<file path="src/rtl/regfile_pkg.sv">
// regfile_pkg: shared types and helpers for the parametrised register file.
// Holds the clear-FSM state enum, the address-width helper and default sizes.
package regfile_pkg;

  localparam int XLEN_DEF  = 32;
  localparam int DEPTH_DEF = 32;
  localparam int NRD_DEF   = 2;

  typedef enum logic {
    IDLE  = 1'b0,
    CLEAR = 1'b1
  } clr_state_e;

  // ceil(log2(n)); constant-foldable for parameter use
  function automatic int aw_of(input int n);
    int r;
    r = 0;
    for (int i = 0; i < 31; i++) begin
      if ((1 << i) < n) r = i + 1;
    end
    return r;
  endfunction

endpackage

</file>
<file path="src/rtl/regfile_clr_seq.sv">
// regfile_clr_seq: clear sequencer, walks the array writing zero one entry/cycle.
// Ports: clk, rst (async low), clr_req in; busy, clr_done, clr_we, clr_addr out.
module regfile_clr_seq
  import regfile_pkg::*;
#(
  parameter  int DEPTH = DEPTH_DEF,
  localparam int AW    = aw_of(DEPTH)
) (
  input  logic          clk,
  input  logic          rst,
  input  logic          clr_req,
  output logic          busy,
  output logic          clr_done,
  output logic          clr_we,
  output logic [AW-1:0] clr_addr
);

  localparam logic [AW-1:0] LAST = AW'(DEPTH - 1);

  clr_state_e    r_state;
  clr_state_e    w_state_nx;
  logic [AW-1:0] r_cnt;
  logic [AW-1:0] w_cnt_nx;

  always_ff @(posedge clk or negedge rst) begin
    if (!rst) begin
      r_state <= IDLE;
      r_cnt   <= '0;
    end else begin
      r_state <= w_state_nx;
      r_cnt   <= w_cnt_nx;
    end
  end

  always_comb begin
    w_state_nx = r_state;
    w_cnt_nx   = r_cnt;
    busy       = 1'b0;
    clr_done   = 1'b0;
    clr_we     = 1'b0;
    clr_addr   = r_cnt;
    unique case (r_state)
      IDLE: begin
        if (clr_req) begin
          w_state_nx = CLEAR;
          w_cnt_nx   = '0;
        end
      end
      CLEAR: begin
        busy     = 1'b1;
        clr_we   = 1'b1;
        // counter wraps to 0 on the last entry, no extra cycle
        w_cnt_nx = r_cnt + 1'b1;
        if (r_cnt == LAST) begin
          clr_done   = 1'b1;
          w_state_nx = IDLE;
        end
      end
      default: w_state_nx = IDLE;
    endcase
  end

endmodule

</file>
<file path="src/rtl/regfile_np.sv">
// regfile_np: parametrised register file, NRD comb read ports, 1 write port.
// Ports: clk, rst (async low), clr_req/busy/clr_done, we/wa/wd, ra/rd (packed).
module regfile_np
  import regfile_pkg::*;
#(
  parameter  int XLEN     = XLEN_DEF,
  parameter  int DEPTH    = DEPTH_DEF,
  parameter  int NRD      = NRD_DEF,
  parameter  int ZERO_REG = 1,
  parameter  int BYPASS   = 0,
  localparam int AW       = aw_of(DEPTH)
) (
  input  logic              clk,
  input  logic              rst,
  input  logic              clr_req,
  output logic              busy,
  output logic              clr_done,
  input  logic              we,
  input  logic [AW-1:0]     wa,
  input  logic [XLEN-1:0]   wd,
  input  logic [NRD*AW-1:0] ra,
  output logic [NRD*XLEN-1:0] rd
);

  logic [XLEN-1:0] r_mem [DEPTH];

  logic          w_busy;
  logic          w_clr_we;
  logic [AW-1:0] w_clr_addr;
  logic          w_wa_zero;
  logic          w_ext_we;

  regfile_clr_seq #(
    .DEPTH (DEPTH)
  ) u_clr (
    .clk      (clk),
    .rst      (rst),
    .clr_req  (clr_req),
    .busy     (w_busy),
    .clr_done (clr_done),
    .clr_we   (w_clr_we),
    .clr_addr (w_clr_addr)
  );

  assign busy      = w_busy;
  assign w_wa_zero = (ZERO_REG != 0) && (wa == '0);

  // a write in the cycle a clear is requested loses to the clear
  assign w_ext_we = we && !w_busy && !clr_req && !w_wa_zero;

  always_ff @(posedge clk or negedge rst) begin
    if (!rst) begin
      for (int i = 0; i < DEPTH; i++) begin
        r_mem[i] <= '0;
      end
    end else if (w_clr_we) begin
      r_mem[w_clr_addr] <= '0;
    end else if (w_ext_we) begin
      r_mem[wa] <= wd;
    end
  end

  for (genvar g = 0; g < NRD; g++) begin : g_rd
    logic [AW-1:0]   w_ra;
    logic [XLEN-1:0] w_rd;

    assign w_ra = ra[g*AW +: AW];

    always_comb begin
      w_rd = r_mem[w_ra];
      if ((ZERO_REG != 0) && (w_ra == '0)) begin
        w_rd = '0;
      end else if ((BYPASS != 0) && w_ext_we && (wa == w_ra)) begin
        // only writes that will actually land are forwarded
        w_rd = wd;
      end
      if (!rst || w_busy) begin
        w_rd = '0;
      end
    end

    assign rd[g*XLEN +: XLEN] = w_rd;
  end

endmodule

</file>
<file path="config.mk">
export PLATFORM = sky130hd
export DESIGN_NAME = regfile_np
export DESIGN_NICKNAME = d
export VERILOG_FILES = /design/src/rtl/regfile_pkg.sv /design/src/rtl/regfile_clr_seq.sv /design/src/rtl/regfile_np.sv
export SDC_FILE = /design/constraint.sdc
export NUM_CORES = 2
export LEC_CHECK = 0
export BUFFER_PORTS_ARGS = -buffer_cell sky130_fd_sc_hd__buf_2
export CORE_AREA = 10 10 313 315
export CTS_CLUSTER_SIZE = 28
export DETAILED_ROUTE_END_ITERATION = 8
export DIE_AREA = 0 0 323 325
export PLACE_DENSITY_LB_ADDON = 0.25
export REMOVE_ABC_BUFFERS = 1
export SLEW_MARGIN = 20
export SYNTH_ARGS = -nofsm -noshare
export SYNTH_HDL_FRONTEND = slang
export SYNTH_SLANG_ARGS = --single-unit
</file>
<file path="constraint.sdc">
create_clock -name clk -period 3.9 [get_ports clk]
set_input_delay 0 -clock clk [delete_from_list [all_inputs] [get_ports clk]]
set_output_delay 0 -clock clk [all_outputs]
set_load 0.05 [all_outputs]
</file>
Word-level counts from Yosys, hierarchy flattened
Cells that the tools add are included.
{"block": "word_totals", "out_inout_bits": 66, "input_bits": 51, "elab_cells": 89, "regBits": 1030}
{"block": "classes", "muxes": 25, "n_lt_le_gt_ge": 6, "reduce_logical": 14, "bitwise_logic": 7, "eq_ne": 2, "n_addsub": 1}
{"op": "$mux W1024", "count": 2}
{"op": "$and A1024 B1024 Y1024", "count": 1}
{"op": "$bwmux W1024", "count": 1}
{"op": "$not A1024 Y1024", "count": 1}
{"op": "$bmux W32 S5", "count": 2}
{"op": "$demux W32 S5", "count": 2}
{"op": "$mux W32", "count": 10}
{"op": "$ge A6 B6 Y1 const B", "count": 4}
{"op": "$not A5 Y6", "count": 4}
{"op": "$logic_not A5 Y1", "count": 3}
{"op": "$lt A6 B1 Y1 const B", "count": 2}
{"op": "$pmux W5 S2", "count": 1}
{"op": "$add A5 B1 Y5 const B", "count": 1}
{"op": "$eq A5 B5 Y1 const B", "count": 1}
{"op": "$logic_and A1 B1 Y1", "count": 5}
{"op": "$mux W1", "count": 5}
{"op": "$mux W5", "count": 1}
{"op": "$logic_not A1 Y1", "count": 4}
{"op": "$ne A2 B2 Y1 const B", "count": 1}
{"op": "$pmux W1 S2", "count": 1}
{"op": "$reduce_bool A2 Y1", "count": 1}
{"op": "$logic_or A1 B1 Y1", "count": 1}
{"op": "$not A1 Y1", "count": 1}

Depth between registers and ports, before layout
{"block": "logic_depth", "depth_word": 8, "ltp_mapped": 8}

Hierarchy
A second synthesis with hierarchy kept.
{"block": "hier_totals", "cells_unflattened": 4317, "hier_area_um2": 53465.0}
{"module": "regfile_np", "instances": 1, "cells_each": 4288, "area_per_inst_um2": 53144.7}
{"module": "regfile_clr_seq", "instances": 1, "cells_each": 29, "area_per_inst_um2": 320.3}

Worst setup path before layout
Ideal clock, no wire load.
{"block": "synth_timing", "path_type": "reg-to-output", "start": "register u_clr.r_state", "end": "output rd[33]", "stages_incl_launch_ff": 9, "t_arrival_ns": 2.564, "setup_slack_ns": 1.336, "path_cell_list": "dfrtp_1 buf_2 clkbuf_1 clkbuf_1 and3b_1 clkbuf_1 clkbuf_1 a31oi_1 nand4_1"}
{"block": "synth_via", "elab_chain_cells": 3}
{"element": "start, declared", "line": "regfile_clr_seq.sv:20", "text": "clr_state_e r_state;"}
{"element": "start signal, assigned", "line": "regfile_clr_seq.sv:30", "text": "r_state <= w_state_nx;"}
{"element": "$mux W1", "line": "regfile_clr_seq.sv:42", "text": "unique case (r_state)"}
{"element": "$logic_or A1 B1 Y1", "line": "regfile_np.sv:77", "text": "if (!rst || w_busy) begin"}
{"element": "$mux W32", "line": "regfile_np.sv:77"}
{"element": "end, declared", "line": "regfile_np.sv:22", "text": "output logic [NRD*XLEN-1:0] rd"}
Every way passes these cells.

Final worst setup path
{"block": "layout_timing", "start": "register u_clr.r_state", "end": "output rd[29]"}
The elaborated chain is that of the path after synthesis.

==> flow_summary_export.csv <==
group,metric,value,unit
floorplanning,fp.dieW,323,µm
sta,fin_crit,3.87,ns
route,routedWlPerCell,33.7,µm
layout,drive_gt1_share,16.8,%
placement,place_hpwl,128,mm
cts,clockBufferDepth,3,
route,wl_met1,72.6,mm
layout,final_cell_mix,"nand2_1, dfrtp_1, a22o_1",
route,vias,48600,
yosys,synth-adder-area-share,0.113,%
layout,stdcell_area,62100,µm²
floorplanning,dieHeight,325,µm
layout,nets,5153,
worst_setup_path,reg2reg_to,"r_mem[753]",
layout,finish.utilization,68.0,%
sta,setup-tns-final,0,ns
run_status,violations,"DRC",
worst_setup_path,critPathKind,"reg2out",
global_routing,grt_start_max_net_pins,175,
min_path,holdPathStages,5,
route,ant_nets,0,
yosys,synth-xor-area-share,0.0316,%
yosys,yosysSeqAreaShare,46.5,%
yosys,muxShareOfSynthArea,20.0,%
worst_setup_path,rrSetupSlack,0.91,ns
yosys,synth_flop_cell,"dfrtp_1",
yosys,synth_top_family_by_area,"multiplexers",
floorplanning,coreArea,91400,µm²
yosys,ys_warn_count,0,
cts,cts_sinks,1030,
yosys,async_flop_share,100,%
cts,h-tree-depth,3,
route,dr_wl_met3,34.5,mm
placement,port_buffers,116,
pwr,total_power,32.9,mW
layout,fillers,6637,
layout,final_common_cell,"nand2_1",
sta,worst_pin_slew,1.18,ns
floorplanning,start_util,60.6,%
yosys,synth.distinct_cells,54,
worst_setup_path,cpMaxStageDelayCell,"dfrtp_1",
floorplanning,pin_count,117,
yosys,synth_seq_cells,1030,
yosys,netlist_area,55400,µm²
sta,finalSetupViolCount,0,
route,avgViaCountPerCell,7.62,
floorplanning,rows,111,
cts,cts_root_buf,"clkbuf_16",
layout,area_delta_synth_final,12.1,%
min_path,min_from,"wa[1]",
sta,skew,0.0329,ns
worst_setup_path,crit_path_frequent_cell,"buf_4",
worst_setup_path,slowest_delay,0.67,ns
worst_setup_path,worstSetupStartpointType,"flip-flop",
global_routing,grt_pass1_wl,316,mm
cts,cts.clk_slew.worst_paths,0.06,ns
worst_setup_path,path_max_fanout,27,
worst_setup_path,timing.rr.start,"u_clr.r_state",
yosys,synth_compound_area_share,15.7,%
min_path,worstHoldEndpoint,"r_mem[585]",
cts,insertion_delay,0.73,ns
run_status,outcome,"finished with violations",
sta,post-route-period-util,99.1,%
route,drc,2,
worst_setup_path,endpoint_kind,"primary output",
yosys,synth.avg_cell_area,10.5,µm²
pwr,p_per_area,529,nW/µm²
cts,postCtsSetupRepairBufs,0,
placement,place_area,57900,µm²
cts,cts_tree,"built",
sta,fmax,259,MHz
sta,rsz0062_at_grt,"no",
sta,finalMaxSlewViolations,0,
min_path,min_path_type,"in2reg",
yosys,yosys.area_share.simple,13.2,%
pwr,ir_drop,0.000411,V
worst_setup_path,ff2ff_path_depth,6,
route,first_pass_iters,9,
yosys,synthCells,5252,
worst_setup_path,required,3.90,ns
placement,place_congestion,0.959,
cts,numCtsBuffers,108,
worst_setup_path,cp.arrival,3.87,ns
sta,slew_headroom,21.2,%
sta,hold_viol,0,
route,wl_met2,90.8,mm
flow_run,drv_cap,0,
worst_setup_path,crit_chain,"buf_4, and4b_2, nor2b_4, buf_4, a22oi_1, nand4_1, buf_12",
floorplanning,dieArea,105000,µm²
pwr,p_leak,28.2,nW
yosys,synth_edf_count,0,
global_routing,grt_pass1_vias,48100,
route,top_layer,"met5",
route,drt_wl_total,215,mm
global_routing,grt_util_all_layers,40.3,%
global_routing,antenna_found_initial,8,
global_routing,grt-ovfl-total,0,
route,drtIter0Drc,8285,
[state kept, by name (all words and copies together) (netlist names)]
register and flops:
r_mem 1024, u_clr.clr_addr 5, u_clr.r_state 1
[cell type report]
type / instances / area [µm²] / area share, %
antenna: 9 / 22.5 / 0.0363
clock buffer: 164 / 3230 / 5.21
clock inverter: 38 / 522 / 0.840
inverter: 5 / 18.8 / 0.0302
multi-input combinational: 3623 / 27500 / 44.3
sequential: 1030 / 25800 / 41.5
tap: 1186 / 1480 / 2.39
timing repair buffer: 329 / 3550 / 5.71
[kinds of logic after synthesis]
kind of cell	after synthesis
AOI/OAI and AO/OA	1266
xor gates and xnor gates	2
adders and majority gates	5
buffers and inverters	599
DFF	1030
muxes	706
and+or+nand+nor	1644
[report_power, final]
| group | internal [mW] | switching [mW] |
|---|---|---|
| clock | 6.44 | 4.62 |
| sequential | 12.9 | 1.84 |
| combinational | 2.83 | 4.27 |
[Yosys cell counts (all sizes together) (2+ instances only)]
cell / instances / area [µm²]
or2: 5 / 31.3
nand2b: 10 / 62.6
a21oi: 8 / 43.8
ha: 5 / 62.6
o21ai: 449 / 2250
nor2b: 13 / 81.3
mux2i: 387 / 3870
nor2: 7 / 26.3
a32oi: 95 / 832
mux4: 319 / 7180
a22oi: 32 / 240
a22o: 416 / 3640
nor4: 4 / 70.1
nand2: 1171 / 4400
and4b: 2 / 20.0
and3: 77 / 482
nand3b: 6 / 45.0
o31ai: 2 / 15.0
nor3b: 2 / 20.0
or3b: 8 / 70.1
buf: 171 / 867
nand4: 67 / 419
inv: 5 / 18.8
nor3: 20 / 199
dfrtp: 1030 / 25800
clkbuf: 423 / 1590
nor4b: 2 / 30.0
o22ai: 190 / 1190
and2: 38 / 238
nand3: 202 / 1010
and3b: 5 / 43.8
a31oi: 69 / 457
o32ai: 3 / 26.3
[metal layers]
| metal | vias up | track usage (%) |
|---|---|---|
| li1 | 19100 | - |
| met1 | 23800 | 50.1 |
| met2 | 4555 | 56.3 |
| met3 | 1141 | 17.3 |
| met4 | 9 | 27.5 |
| met5 | - | 1.04 |
[worst max-delay path, delay by kind of cell, from the launching register on]
family	cells	cell delay, ns
AOI/OAI and AO/OA	1	0.20
buffers and inverters	3	1.03
DFF	1	0.67
and+or+nand+nor	3	1.24
[repair_timing]
action	4_1_cts	5_1_grt
setup endpoints to repair	0	0
gates resized for setup	0	0
endpoints found under the hold margin	1245	0
hold buffers	40	0
[per-stage QoR]
step / instances / hold WS [ns] / setup slack (ns)
detailed placement: 6133 / -0.0708 / 0.961
CTS: 6375 / 0.00468 / 0.222
global route: 6376 / 0.0704 / 0.0469
floorplan: 4658 / -0.296 / -1.79
finish: 6384 / 0.0555 / 0.0335
global placement: 6131 / -0.0748 / 0.991
[how the worst max path moves through the flow]
stage,to,slack [ns],depth (start not counted),startpoint
final,rd[29],0.03,7,u_clr.r_state
after CTS,rd[29],0.22,7,u_clr.r_state
after detailed placement,rd[29],0.96,7,u_clr.r_state
after global placement,rd[29],0.99,7,u_clr.r_state
after global routing,rd[29],0.05,7,u_clr.r_state
after floorplan,rd[32],-1.79,4,u_clr.r_state
Power figures use the tool's default switching activity.
